## src/rtl/slot_alloc_pkg.sv

```systemverilog
// rtl/slot_alloc_pkg.sv - shared constants, state enum and popcount helper for slot_alloc96
package slot_alloc_pkg;

   localparam int NENT = 96;
   localparam int IDXW = 7;
   localparam logic [IDXW-1:0] NO_SLOT = 7'd127;

   typedef enum logic {
      ST_INIT = 1'b0,
      ST_RUN  = 1'b1
   } state_t;

   function automatic logic [IDXW-1:0] popcnt96(input logic [NENT-1:0] m);
      logic [IDXW-1:0] c;
      c = '0;
      for (int i = 0; i < NENT; i++) begin
         c = c + {{(IDXW-1){1'b0}}, m[i]};
      end
      return c;
   endfunction

endpackage

```

## src/rtl/slot_alloc96_flo96.sv

```systemverilog
// rtl/slot_alloc96_flo96.sv - find-lowest-one encoder over the 96-slot bitmap
// Returns the lowest set index, or NO_SLOT when no bit is set.
module flo96
   import slot_alloc_pkg::*;
(
   input  logic [NENT-1:0] i_map,
   output logic [IDXW-1:0] o_idx
);

   always_comb begin
      o_idx = NO_SLOT;
      for (int i = NENT - 1; i >= 0; i--) begin
         if (i_map[i]) begin
            o_idx = IDXW'(i);
         end
      end
   end

endmodule

```

## src/rtl/slot_alloc96.sv

```systemverilog
// rtl/slot_alloc96.sv - 96-entry lowest-index-first slot allocator with registered candidate
// Optional SLOT_ALLOC_DBLFREE_CHK_EN: report double frees on free_err.
module slot_alloc96
   import slot_alloc_pkg::*;
(
   input  logic            clk,
   input  logic            rst_n,
   input  logic            alloc_req,
   output logic            alloc_ack,
   output logic [IDXW-1:0] alloc_idx,
   output logic            alloc_fail,
   input  logic            free_req,
   input  logic [IDXW-1:0] free_idx,
   output logic            free_err,
   output logic            ready,
   output logic [IDXW-1:0] nfree,
   output logic            empty,
   output logic            full
);

   state_t            r_state;
   state_t            w_state_nx;
   logic              w_ready;

   logic [NENT-1:0]   r_map;
   logic [NENT-1:0]   w_map_d;
   logic [IDXW-1:0]   r_cand;
   logic [IDXW-1:0]   w_cand_d;
   logic [IDXW-1:0]   r_nfree;
   logic [IDXW-1:0]   r_idx;
   logic              r_ack;
   logic              r_fail;
   logic              r_err;

   logic              w_grant;
   logic              w_fail;
   logic              w_idx_ok;
   logic              w_free_dbl;
   logic              w_free_set;
   logic              w_free_err;

   always_ff @(posedge clk or negedge rst_n) begin
      if (!rst_n) begin
         r_state <= ST_INIT;
      end else begin
         r_state <= w_state_nx;
      end
   end

   always_comb begin
      w_state_nx = r_state;
      w_ready    = 1'b0;
      case (r_state)
         ST_INIT: w_state_nx = ST_RUN;
         ST_RUN:  w_ready    = 1'b1;
         default: w_state_nx = ST_INIT;
      endcase
   end

   // Grants come straight from the registered candidate; no encoder on this path.
   assign w_grant  = w_ready && alloc_req && (r_cand != NO_SLOT);
   assign w_fail   = w_ready && alloc_req && (r_cand == NO_SLOT);
   assign w_idx_ok = (free_idx < IDXW'(NENT));

`ifdef SLOT_ALLOC_DBLFREE_CHK_EN
   assign w_free_dbl = w_idx_ok && r_map[free_idx];
`else
   assign w_free_dbl = 1'b0;
`endif

   assign w_free_err = w_ready && free_req && (!w_idx_ok || w_free_dbl);
   assign w_free_set = w_ready && free_req && w_idx_ok && !w_free_dbl;

   // Set before clear so a granted slot always leaves the map, even on a same-index free.
   always_comb begin
      w_map_d = r_map;
      if (r_state == ST_INIT) begin
         w_map_d = '1;
      end else begin
         if (w_free_set) begin
            w_map_d[free_idx] = 1'b1;
         end
         if (w_grant) begin
            w_map_d[r_cand] = 1'b0;
         end
      end
   end

   flo96 u_flo96 (
      .i_map (w_map_d),
      .o_idx (w_cand_d)
   );

   always_ff @(posedge clk or negedge rst_n) begin
      if (!rst_n) begin
         r_map   <= '0;
         r_cand  <= NO_SLOT;
         r_nfree <= '0;
         r_idx   <= NO_SLOT;
         r_ack   <= 1'b0;
         r_fail  <= 1'b0;
         r_err   <= 1'b0;
      end else begin
         r_map   <= w_map_d;
         r_cand  <= w_cand_d;
         r_nfree <= popcnt96(w_map_d);
         r_ack   <= w_grant;
         r_fail  <= w_fail;
         r_err   <= w_free_err;
         if (w_grant) begin
            r_idx <= r_cand;
         end
      end
   end

   assign alloc_ack  = r_ack;
   assign alloc_idx  = r_idx;
   assign alloc_fail = r_fail;
   assign free_err   = r_err;
   assign ready      = w_ready;
   assign nfree      = r_nfree;
   assign empty      = (r_nfree == '0);
   assign full       = (r_nfree == IDXW'(NENT));

endmodule

```

## config.mk

```make
export PLATFORM = sky130hd
export DESIGN_NAME = slot_alloc96
export DESIGN_NICKNAME = d
export VERILOG_FILES = /design/src/rtl/slot_alloc_pkg.sv /design/src/rtl/slot_alloc96_flo96.sv /design/src/rtl/slot_alloc96.sv
export SDC_FILE = /design/constraint.sdc
export NUM_CORES = 1
export LEC_CHECK = 0
export ABC_AREA = 0
export CAP_MARGIN = 20
export CORE_AREA = 10 10 152 154
export CTS_CLUSTER_DIAMETER = 60
export DETAILED_ROUTE_END_ITERATION = 12
export DIE_AREA = 0 0 162 164
export GPL_ROUTABILITY_DRIVEN = 0
export PLACE_DENSITY_LB_ADDON = 0.15
export RECOVER_POWER = 50
export SYNTH_ARGS = -nofsm -noshare
export SYNTH_HDL_FRONTEND = slang
export SYNTH_HIERARCHICAL = 1
export SYNTH_SLANG_ARGS = --single-unit
```

## constraint.sdc

```tcl
create_clock -name clk -period 9.76 [get_ports clk]
set_clock_uncertainty 0.15 [all_clocks]
set_input_delay 1.464 -clock clk [delete_from_list [all_inputs] [get_ports clk]]
set_output_delay 1.464 -clock clk [all_outputs]
set_load 0.05 [all_outputs]
```

==> results of run 1 <==
final cells by class:
| class | instances | share of cell area, % |
|---|---|---|
| inverters | 185 | 5.93 |
| diodes | 1 | 0.0214 |
| well taps | 270 | 2.88 |
| repair buffers | 144 | 10.7 |
| clock buffers | 17 | 3.63 |
| flip-flops and latches | 121 | 26.0 |
| clock inverters | 15 | 1.52 |
| multi-input cells | 641 | 49.3 |
through the flow:
step | cell area (sq um) | hold WS, ps | power (W)
6_report | 11700 | 312 | 0.00135
5_1_grt | 11700 | 347 | 0.00139
4_1_cts | 11700 | 315 | 0.00136
3_5_place_dp | 11100 | 304 | 0.000694
3_3_place_gp | 11100 | 299 | 0.000693
2_1_floorplan | 9820 | 408 | 0.000622
per-layer routing:
layer / wire (um) / vias up / GRT usage, %
li1: - / 3950 / -
met1: 13800 / 4464 / 34.3
met2: 15400 / 583 / 39.2
met3: 3940 / 88 / 8.44
met4: 1380 / 0 / 11.7
met5: 0 / - / 0
cells by family (layout without fill, tap and decap cells):
family | count (synthesis) | count (layout)
and+or+nand+nor | 296 | 296
buffers and inverters | 255 | 361
AOI/OAI and AO/OA | 235 | 235
adders and majority gates | 102 | 102
DFF | 121 | 121
other | 1 | 2
xor gates and xnor gates | 3 | 3
muxes | 4 | 4
power by group:
group          internal, W  switching (W)
logic            0.0000552       0.000112
registers         0.000512     0.00000870
clock network     0.000387       0.000278
cell usage after synthesis (all sizes together), types with 13 or more instances:
master  count
inv       185
dfrtp     107
a32oi      86
fa         84
nand4      83
nor2       57
buf        45
a32o       35
a21oi      30
nor3       29
clkbuf     25
nor4       25
nand2      24
ha         18
o21ai      16
dfstp      14
nand3      13
sequential cells by signal, summed over array words and instances (netlist names):
name / flops
r_state: 1
alloc_fail: 1
free_err: 1
r_cand: 7
r_map: 96
nfree: 7
alloc_idx: 7
alloc_ack: 1
worst min path at each step:
stage                             startpoint                        to  depth (start not counted)
CTS                 alloc_idx[0]$_DFFE_PN1N_  alloc_idx[0]$_DFFE_PN1N_                          2
global placement    alloc_idx[0]$_DFFE_PN1N_  alloc_idx[0]$_DFFE_PN1N_                          2
finish              alloc_idx[0]$_DFFE_PN1N_  alloc_idx[0]$_DFFE_PN1N_                          2
global route        alloc_idx[0]$_DFFE_PN1N_  alloc_idx[0]$_DFFE_PN1N_                          2
detailed placement  alloc_idx[0]$_DFFE_PN1N_  alloc_idx[0]$_DFFE_PN1N_                          2
floorplan                r_map[58]$_DFF_PN0_       r_map[58]$_DFF_PN0_                          1
worst max-delay path, cell delays in order:
cell	delay (ps)
clkdlybuf4s50_1	520
buf_4	230
nor4b_4	330
buf_4	190
nand4_1	120
a32o_1	300
fa_1	570
fa_1	430
fa_1	560
inv_1	90
fa_1	550
inv_1	70
fa_1	530
inv_1	60
fa_1	480
fa_1	520
fa_1	510
inv_1	50
fa_1	500
inv_1	40
ha_1	220
fa_1	390
a211oi_1	320
nor3_1	90
or3b_2	440
repair_timing:
| action | 4_1_cts | 5_1_grt |
|---|---|---|
| setup endpoints to repair | 0 | 1 |
| hold endpoints to repair | 0 | 0 |
| resized for setup | 0 | 2 |
==> results.py, run 1 <==
metrics = {
    "floorplanning": {
        "die_w_um": 162,
        "start_util_pct": 49.0,
        "dieArea_sq_mm": 0.0266,
        "rows": 52,
        "coreArea_sq_mm": 0.0200,
        "die_y_um": 164,
        "ioPinCount": 31,
    },
    "critical_path": {
        "critPathCaptureType": "register",
        "regToRegSetupSlack_ps": 920,
        "crit_fanout": 8,
        "cp.arrival_ps": 9600,
        "critPathLaunch": "free_idx[5]",
        "r2r-start": "r_state$_DFF_PN0_",
        "startpoint_type": "input pin",
        "r2r-end": "nfree[6]$_DFF_PN0_",
        "worstSetupPathType": "in -> reg",
        "crit_path_end": "nfree[6]$_DFF_PN0_",
        "crit_required_ps": 9910,
        "ff2ff_path_depth": 23,
    },
    "synth": {
        "synth_area_leaders": "dfrtp_1, fa_1, a32oi_1",
        "muxShareOfSynthArea_pct": 0.459,
        "syn-cell-area_sq_mm": 0.00982,
        "yosysSeqAreaShare_pct": 31.0,
        "synth_compound_area_share_pct": 19.4,
        "synth-adder-area-share_pct": 19.4,
        "synth_nets": 1130,
        "ys_ff_latch": 121,
        "syn_area_per_cell_sq_um": 9.66,
        "yosysWarnings": 6,
        "syn_inst": 1017,
        "yosys.area.top_type": "dfrtp_1",
        "synth_top_family_by_area": "adder cells",
        "synth_top_area_share_pct": 27.3,
        "synth_xor_area_share_pct": 0.267,
        "synth-edff-count": 0,
        "ys.flop_type": "dfrtp_1",
        "synth.distinct_cells": 79,
        "synth-async-reset-ratio_pct": 100,
        "yosys.area_share.simple_pct": 18.9,
    },
    "clock_network": {
        "cts_hold_buffers": 0,
        "cts.clk_slew.worst_paths_ps": 70,
        "tritoncts": "built",
        "cts_buffers": 17,
        "insertion_delay_ps": 430,
        "clock-sinks": 121,
        "htreeDepth": 4,
        "cts_root_buf": "clkbuf_16",
        "cts_buffer_depth": 2,
        "post-cts-setup-buffers": 0,
    },
    "sta": {
        "rsz0062_at_grt": "false",
        "setup_viol_count_final": 0,
        "fin_crit_ps": 9440,
        "fin_ws_ps": 316,
        "relSlewSlack_pct": -163,
        "period_share_pct": 96.8,
        "tns_ps": 0,
        "hold_viol_final": 0,
        "fmax_ghz": 0.106,
        "drv_slew": 124,
        "worst_slew_pin_slew_ps": 3940,
    },
    "pwr": {
        "power.leakage_nw": 4.86,
        "vdd_drop_max_uv": 112,
        "powerDensity_mw_per_mm2": 115,
    },
    "cells_and_area": {
        "final_nets": 1223,
        "multi_input_area_sq_mm": 0.00577,
        "post-route-util_pct": 58.5,
        "final_common_cell": "inv_1",
        "final_cell_mix": "inv_1, dfrtp_1, buf_4",
        "fin_cells": 1394,
        "drive_gt1_share_pct": 18.3,
        "area_growth_pct": 19.3,
        "regArea_sq_mm": 0.00305,
        "fillCellCount": 1810,
    },
    "detailed_routing": {
        "drtIter0Drc": 1111,
        "dr.pass1.iters": 6,
        "wl_per_cell_um": 24.8,
        "routed_via_density": 6.52,
        "vias": 9085,
        "drc_errors": 0,
        "wl_um": 34500,
        "antenna_left": 0,
    },
    "place": {
        "dp_cells": 1361,
        "port_buffers": 30,
        "dp_hpwl_um": 25700,
        "place_ws_ps": -62.0,
    },
    "flow_run": {
        "cap_violations": 2,
    },
    "global_routing": {
        "grt.total_usage_pct": 26.3,
        "grt-ovfl-total": 0,
        "antenna_found_initial": 0,
        "first_global_vias": 9065,
        "grt_pass1_wl_um": 53500,
        "grt_max_degree": 89,
    },
    "status": {
        "status": "finished, violations left",
        "violations": "max-capacitance violations, max-slew violations",
    },
    "hold_path": {
        "hp-class": "reg -> reg",
    },
}
Power figures use the tool's default switching activity.
==> run 2, diff against run 1 <==
--- a/config.mk
+++ b/config.mk
@@ -7,10 +7,10 @@
 export LEC_CHECK = 0
 export ABC_AREA = 0
 export CAP_MARGIN = 20
-export CORE_AREA = 10 10 152 154
+export CORE_AREA = 10 10 156 158
 export CTS_CLUSTER_DIAMETER = 60
 export DETAILED_ROUTE_END_ITERATION = 12
-export DIE_AREA = 0 0 162 164
+export DIE_AREA = 0 0 166 168
 export GPL_ROUTABILITY_DRIVEN = 0
 export PLACE_DENSITY_LB_ADDON = 0.15
 export RECOVER_POWER = 50
==> results.py, run 2 (same netlist as run 1, synthesis figures left out) <==
metrics = {
    "status": {
        "status": "finished, violations left",
        "violations": "max-capacitance violations, max-slew violations",
    },
    "detailed_routing": {
        "vias": 9148,
        "wl_per_cell_um": 25.4,
        "antenna_left": 0,
        "routed_via_density": 6.50,
        "drtIter0Drc": 1253,
        "wl_um": 35800,
        "drc_errors": 0,
        "dr.pass1.iters": 6,
    },
    "floorplanning": {
        "die_w_um": 166,
        "dieArea_sq_mm": 0.0279,
        "ioPinCount": 31,
        "die_y_um": 168,
        "rows": 54,
        "coreArea_sq_mm": 0.0214,
        "start_util_pct": 45.9,
    },
    "sta": {
        "fmax_ghz": 0.107,
        "relSlewSlack_pct": -158,
        "drv_slew": 124,
        "holdWs_ps": 312,
        "worst_slew_pin_slew_ps": 3870,
        "fin_crit_ps": 9370,
        "hold_viol_final": 0,
        "setup_viol_count_final": 0,
        "period_share_pct": 96.0,
        "rsz0062_at_grt": "false",
    },
    "critical_path": {
        "crit_buf_inv": 8,
        "crit_slowest_cell": "dlygate4sd3_1",
        "crit_path_frequent_cell": "fa_1",
        "crit_family": "adder cells",
        "crit_fanout": 9,
        "worstSetupPathType": "in -> reg",
        "critPathLaunch": "alloc_req",
        "cp.arrival_ps": 9540,
        "startpoint_type": "input pin",
        "critPathCaptureType": "register",
        "crit_required_ps": 9930,
        "max_stage_delay_ps": 590,
        "r2r-start": "r_cand[6]$_DFF_PN1_",
    },
    "cells_and_area": {
        "design_area_sq_mm": 0.0117,
        "final_nets": 1227,
        "drive_gt1_share_pct": 18.4,
        "final_common_cell": "inv_1",
        "largest_reg_flops": 96,
        "regMostFlops": "r_map",
        "final_cell_mix": "inv_1, buf_4, dfrtp_1",
        "area_growth_pct": 19.3,
    },
    "place": {
        "place_area_sq_mm": 0.0111,
        "dp_hpwl_um": 26800,
        "port_buffers": 30,
    },
    "clock_network": {
        "cts_root_buf": "clkbuf_16",
        "cts_hold_buffers": 0,
        "cts_buffer_depth": 2,
        "cts_buffers": 17,
        "post-cts-setup-buffers": 0,
        "post_cts_resized": 0,
        "htreeDepth": 4,
        "insertion_delay_ps": 440,
        "clock-sinks": 121,
        "cts.clk_slew.worst_paths_ps": 70,
        "tritoncts": "built",
    },
    "pwr": {
        "powerDensity_mw_per_mm2": 114,
        "vdd_drop_max_uv": 91.8,
        "power.leakage_nw": 4.85,
    },
    "global_routing": {
        "grt.total_usage_pct": 25.4,
        "grt_max_degree": 69,
        "grt_pass1_wl_um": 55000,
        "grt-ovfl-total": 0,
        "first_global_vias": 8869,
        "antenna_found_initial": 1,
    },
    "hold_path": {
        "worst_hold_startpoint": "alloc_idx[0]$_DFFE_PN1N_",
        "hp-class": "reg -> reg",
    },
    "flow_run": {
        "cap_violations": 2,
    },
}
## run 2: worst min-delay path, cell delays in order, from the launching register on
cell,delay (ps)
dfstp_2,370
inv_1,40
a21oi_1,50
## run 2: final cells by class
type	count	area [sq um]
Fill cell	1933	9700
Multi-Input combinational cell	641	5770
Sequential cell	121	3050
Timing Repair Buffer	148	1280
Inverter	185	694
Clock buffer	17	425
Tap cell	280	350
Clock inverter	15	158
Antenna cell	1	2.50
## run 2: final timing paths
| kind | endpoint | slack [ps] | cells past startpoint |
|---|---|---|---|
| worst max-delay path | nfree[6]$_DFF_PN0_ | 390 | 25 |
| worst min-delay path | alloc_idx[0]$_DFFE_PN1N_ | 310 | 2 |
| worst max register to register | nfree[6]$_DFF_PN0_ | 1190 | 21 |
| worst min register to register | alloc_idx[0]$_DFFE_PN1N_ | 310 | 2 |
| max in group asynchronous | r_map[21]$_DFF_PN0_ | 2830 | 2 |
| min in group asynchronous | r_map[67]$_DFF_PN0_ | 1830 | 1 |
## run 2: power by group
group / total [W] / internal (W) / switching (W)
Clock: 0.000648 / 0.000362 / 0.000286
Sequential: 0.000519 / 0.000512 / 0.00000726
Combinational: 0.000171 / 0.0000550 / 0.000116
Total: 0.00134 / 0.000928 / 0.000410
## run 2: metal layers
metal  vias up  GRT usage [%]  part of all wire (%)
met5         -              0                 0.033
met4         2           10.6                   4.1
met3        95           7.47                    11
met2       577           38.7                    45
met1      4512           33.2                    40
li1       3962              -                     -
## run 2: through the flow
step	cells	power (W)	TNS (ps)	utilization [%]	setup WS, ps
after global routing	1407	0.00138	0	54.7	47.8
after detailed placement	1375	0.000698	-2.85	52.0	-2.85
after global placement	1375	0.000698	0	52.0	29.6
after CTS	1407	0.00134	0	54.7	412
final	1408	0.00134	0	54.7	391
after floorplan	1017	0.000622	0	-	640
==> run 3, diff against run 2 <==
--- a/config.mk
+++ b/config.mk
@@ -7,10 +7,10 @@
 export LEC_CHECK = 0
 export ABC_AREA = 0
 export CAP_MARGIN = 20
-export CORE_AREA = 10 10 156 158
+export CORE_AREA = 10 10 153 155
 export CTS_CLUSTER_DIAMETER = 60
 export DETAILED_ROUTE_END_ITERATION = 12
-export DIE_AREA = 0 0 166 168
+export DIE_AREA = 0 0 163 165
 export GPL_ROUTABILITY_DRIVEN = 0
 export PLACE_DENSITY_LB_ADDON = 0.15
 export RECOVER_POWER = 50
==> constraint.sdc (replaced) <==
create_clock -name clk -period 8.9 [get_ports clk]
set_clock_uncertainty 0.15 [all_clocks]
set_input_delay 1.335 -clock clk [delete_from_list [all_inputs] [get_ports clk]]
set_output_delay 1.335 -clock clk [all_outputs]
set_load 0.05 [all_outputs]
==> results.py, run 3 (same netlist as run 1, synthesis figures left out) <==
metrics = {
    "status": {
        "status": "finished, violations left",
        "violations": "max-capacitance violations, max-slew violations",
    },
    "cells_and_area": {
        "largest_reg_flops": 96,
        "final_common_cell": "inv_1",
        "area_growth_pct": 27.5,
        "fin_cells": 1466,
        "fillCellCount": 1739,
        "design_area_sq_mm": 0.0125,
        "antenna_cells": 0,
        "multi_input_area_sq_mm": 0.00593,
        "drive_gt1_share_pct": 25.1,
        "final_nets": 1296,
        "regArea_sq_mm": 0.00305,
        "final_cell_mix": "inv_1, buf_4, dfrtp_1",
        "regMostFlops": "r_map",
    },
    "clock_network": {
        "cts_buffer_depth": 2,
        "cts_root_buf": "clkbuf_16",
        "htreeDepth": 4,
        "cts.clk_slew.worst_paths_ps": 60,
        "cts_hold_buffers": 0,
        "tritoncts": "built",
        "insertion_delay_ps": 440,
        "clock-sinks": 121,
        "cts_buffers": 17,
    },
    "detailed_routing": {
        "routed_via_density": 6.46,
        "wl_met2_um": 15400,
        "antenna_left": 0,
        "dr_wl_met3_um": 4130,
        "wl_um": 35800,
        "dr.pass1.iters": 8,
        "wl_per_cell_um": 24.4,
        "drtIter0Drc": 1249,
        "drc_errors": 0,
        "vias": 9464,
        "highest_layer": "met4",
        "wl_met1_um": 14200,
    },
    "sta": {
        "period_share_pct": 97.3,
        "fin_crit_ps": 8660,
        "worst_slew_pin_slew_ps": 4020,
        "setup_viol_count_final": 0,
        "holdWs_ps": 313,
        "drv_slew": 124,
        "fmax_ghz": 0.115,
        "relSlewSlack_pct": -168,
        "tns_ps": 0,
        "hold_viol_final": 0,
    },
    "floorplanning": {
        "die_w_um": 163,
        "rows": 52,
        "start_util_pct": 48.7,
        "coreArea_sq_mm": 0.0202,
        "die_y_um": 165,
        "ioPinCount": 31,
        "dieArea_sq_mm": 0.0269,
    },
    "critical_path": {
        "worstSetupPathType": "in -> reg",
        "crit_slowest_cell": "fa_1",
        "crit_path_frequent_cell": "fa_1",
        "crit_required_ps": 9070,
        "crit_buf_inv": 10,
        "crit_fanout": 5,
        "crit_family": "adder cells",
        "startpoint_type": "input pin",
        "regToRegSetupSlack_ps": 790,
        "cp.arrival_ps": 8830,
        "critPathCaptureType": "register",
        "max_stage_delay_ps": 560,
    },
    "place": {
        "port_buffers": 30,
        "dp_hpwl_um": 26500,
        "dp_cells": 1419,
        "place_area_sq_mm": 0.0116,
    },
    "pwr": {
        "p_clk_share_pct": 48.3,
        "power.leakage_nw": 5.35,
        "p_sw_w": 0.000438,
        "p_int_w": 0.00107,
        "power_w": 0.00150,
        "pwr-share-seq_pct": 37.9,
        "power_frac_comb_pct": 13.8,
        "vdd_drop_max_uv": 114,
        "power.share.switching_pct": 29.1,
        "powerDensity_mw_per_mm2": 120,
    },
    "global_routing": {
        "first_global_vias": 9035,
        "antenna_found_initial": 0,
        "grt.total_usage_pct": 26.7,
        "grt-ovfl-total": 0,
        "grt_max_degree": 72,
        "grt_pass1_wl_um": 54200,
    },
    "flow_run": {
        "cap_violations": 2,
    },
    "hold_path": {
        "hp-class": "reg -> reg",
    },
}
[run 3: through the flow]
stage	worst slack (ps)	utilization, %
after CTS	2.03	61.0
after global placement	-697	57.4
after global routing	-0.997	62.1
after detailed placement	-714	57.4
final	241	62.1
after floorplan	0.607	-
[run 3: power by group through the flow]
stage               clock network [W]   logic, W  registers, W
finish                       0.000726   0.000207      0.000569
global placement                    0   0.000192      0.000579
global route                 0.000758   0.000219      0.000571
floorplan                           0  0.0000779      0.000605
CTS                          0.000731   0.000197      0.000570
detailed placement                  0   0.000193      0.000579
[run 3: worst min-delay path: stages (launching register included)]
cell	delay (ps)
dfstp_2	370
inv_1	40
a21oi_1	50
[run 3: final cells by class]
type | instances | share of cell area (%)
Sequential cell | 121 | 24.3
Clock inverter | 11 | 0.749
Clock buffer | 21 | 4.20
Inverter | 185 | 5.54
Timing Repair Buffer | 217 | 15.1
Multi-Input combinational cell | 641 | 47.3
Tap cell | 270 | 2.70
[run 3: metal layers]
metal / vias to the layer above / GRT usage (%)
met1: 4619 / 35.6
met4: 0 / 13.7
li1: 4103 / -
met3: 131 / 6.87
met5: - / 0
met2: 611 / 39.5
[run 3: path summary, 6_finish.rpt]
path,from,end,depth (start not counted)
hold reg to reg,alloc_idx[0]$_DFFE_PN1N_,alloc_idx[0]$_DFFE_PN1N_,2
hold / removal,alloc_idx[0]$_DFFE_PN1N_,alloc_idx[0]$_DFFE_PN1N_,2
max in group asynchronous,rst_n,r_state$_DFF_PN0_,2
min in group asynchronous,rst_n,r_map[6]$_DFF_PN0_,1
setup / recovery,free_idx[4],nfree[6]$_DFF_PN0_,27
setup reg to reg,r_cand[5]$_DFF_PN1_,nfree[6]$_DFF_PN0_,21
[run 3: what timing repair did]
action / CTS / global route
resized for setup: 24 / 41
pin swaps: 9 / 21
endpoints found under the setup margin: 3 / 3
buffers inserted: 4 / 9
gates cloned: 0 / 2
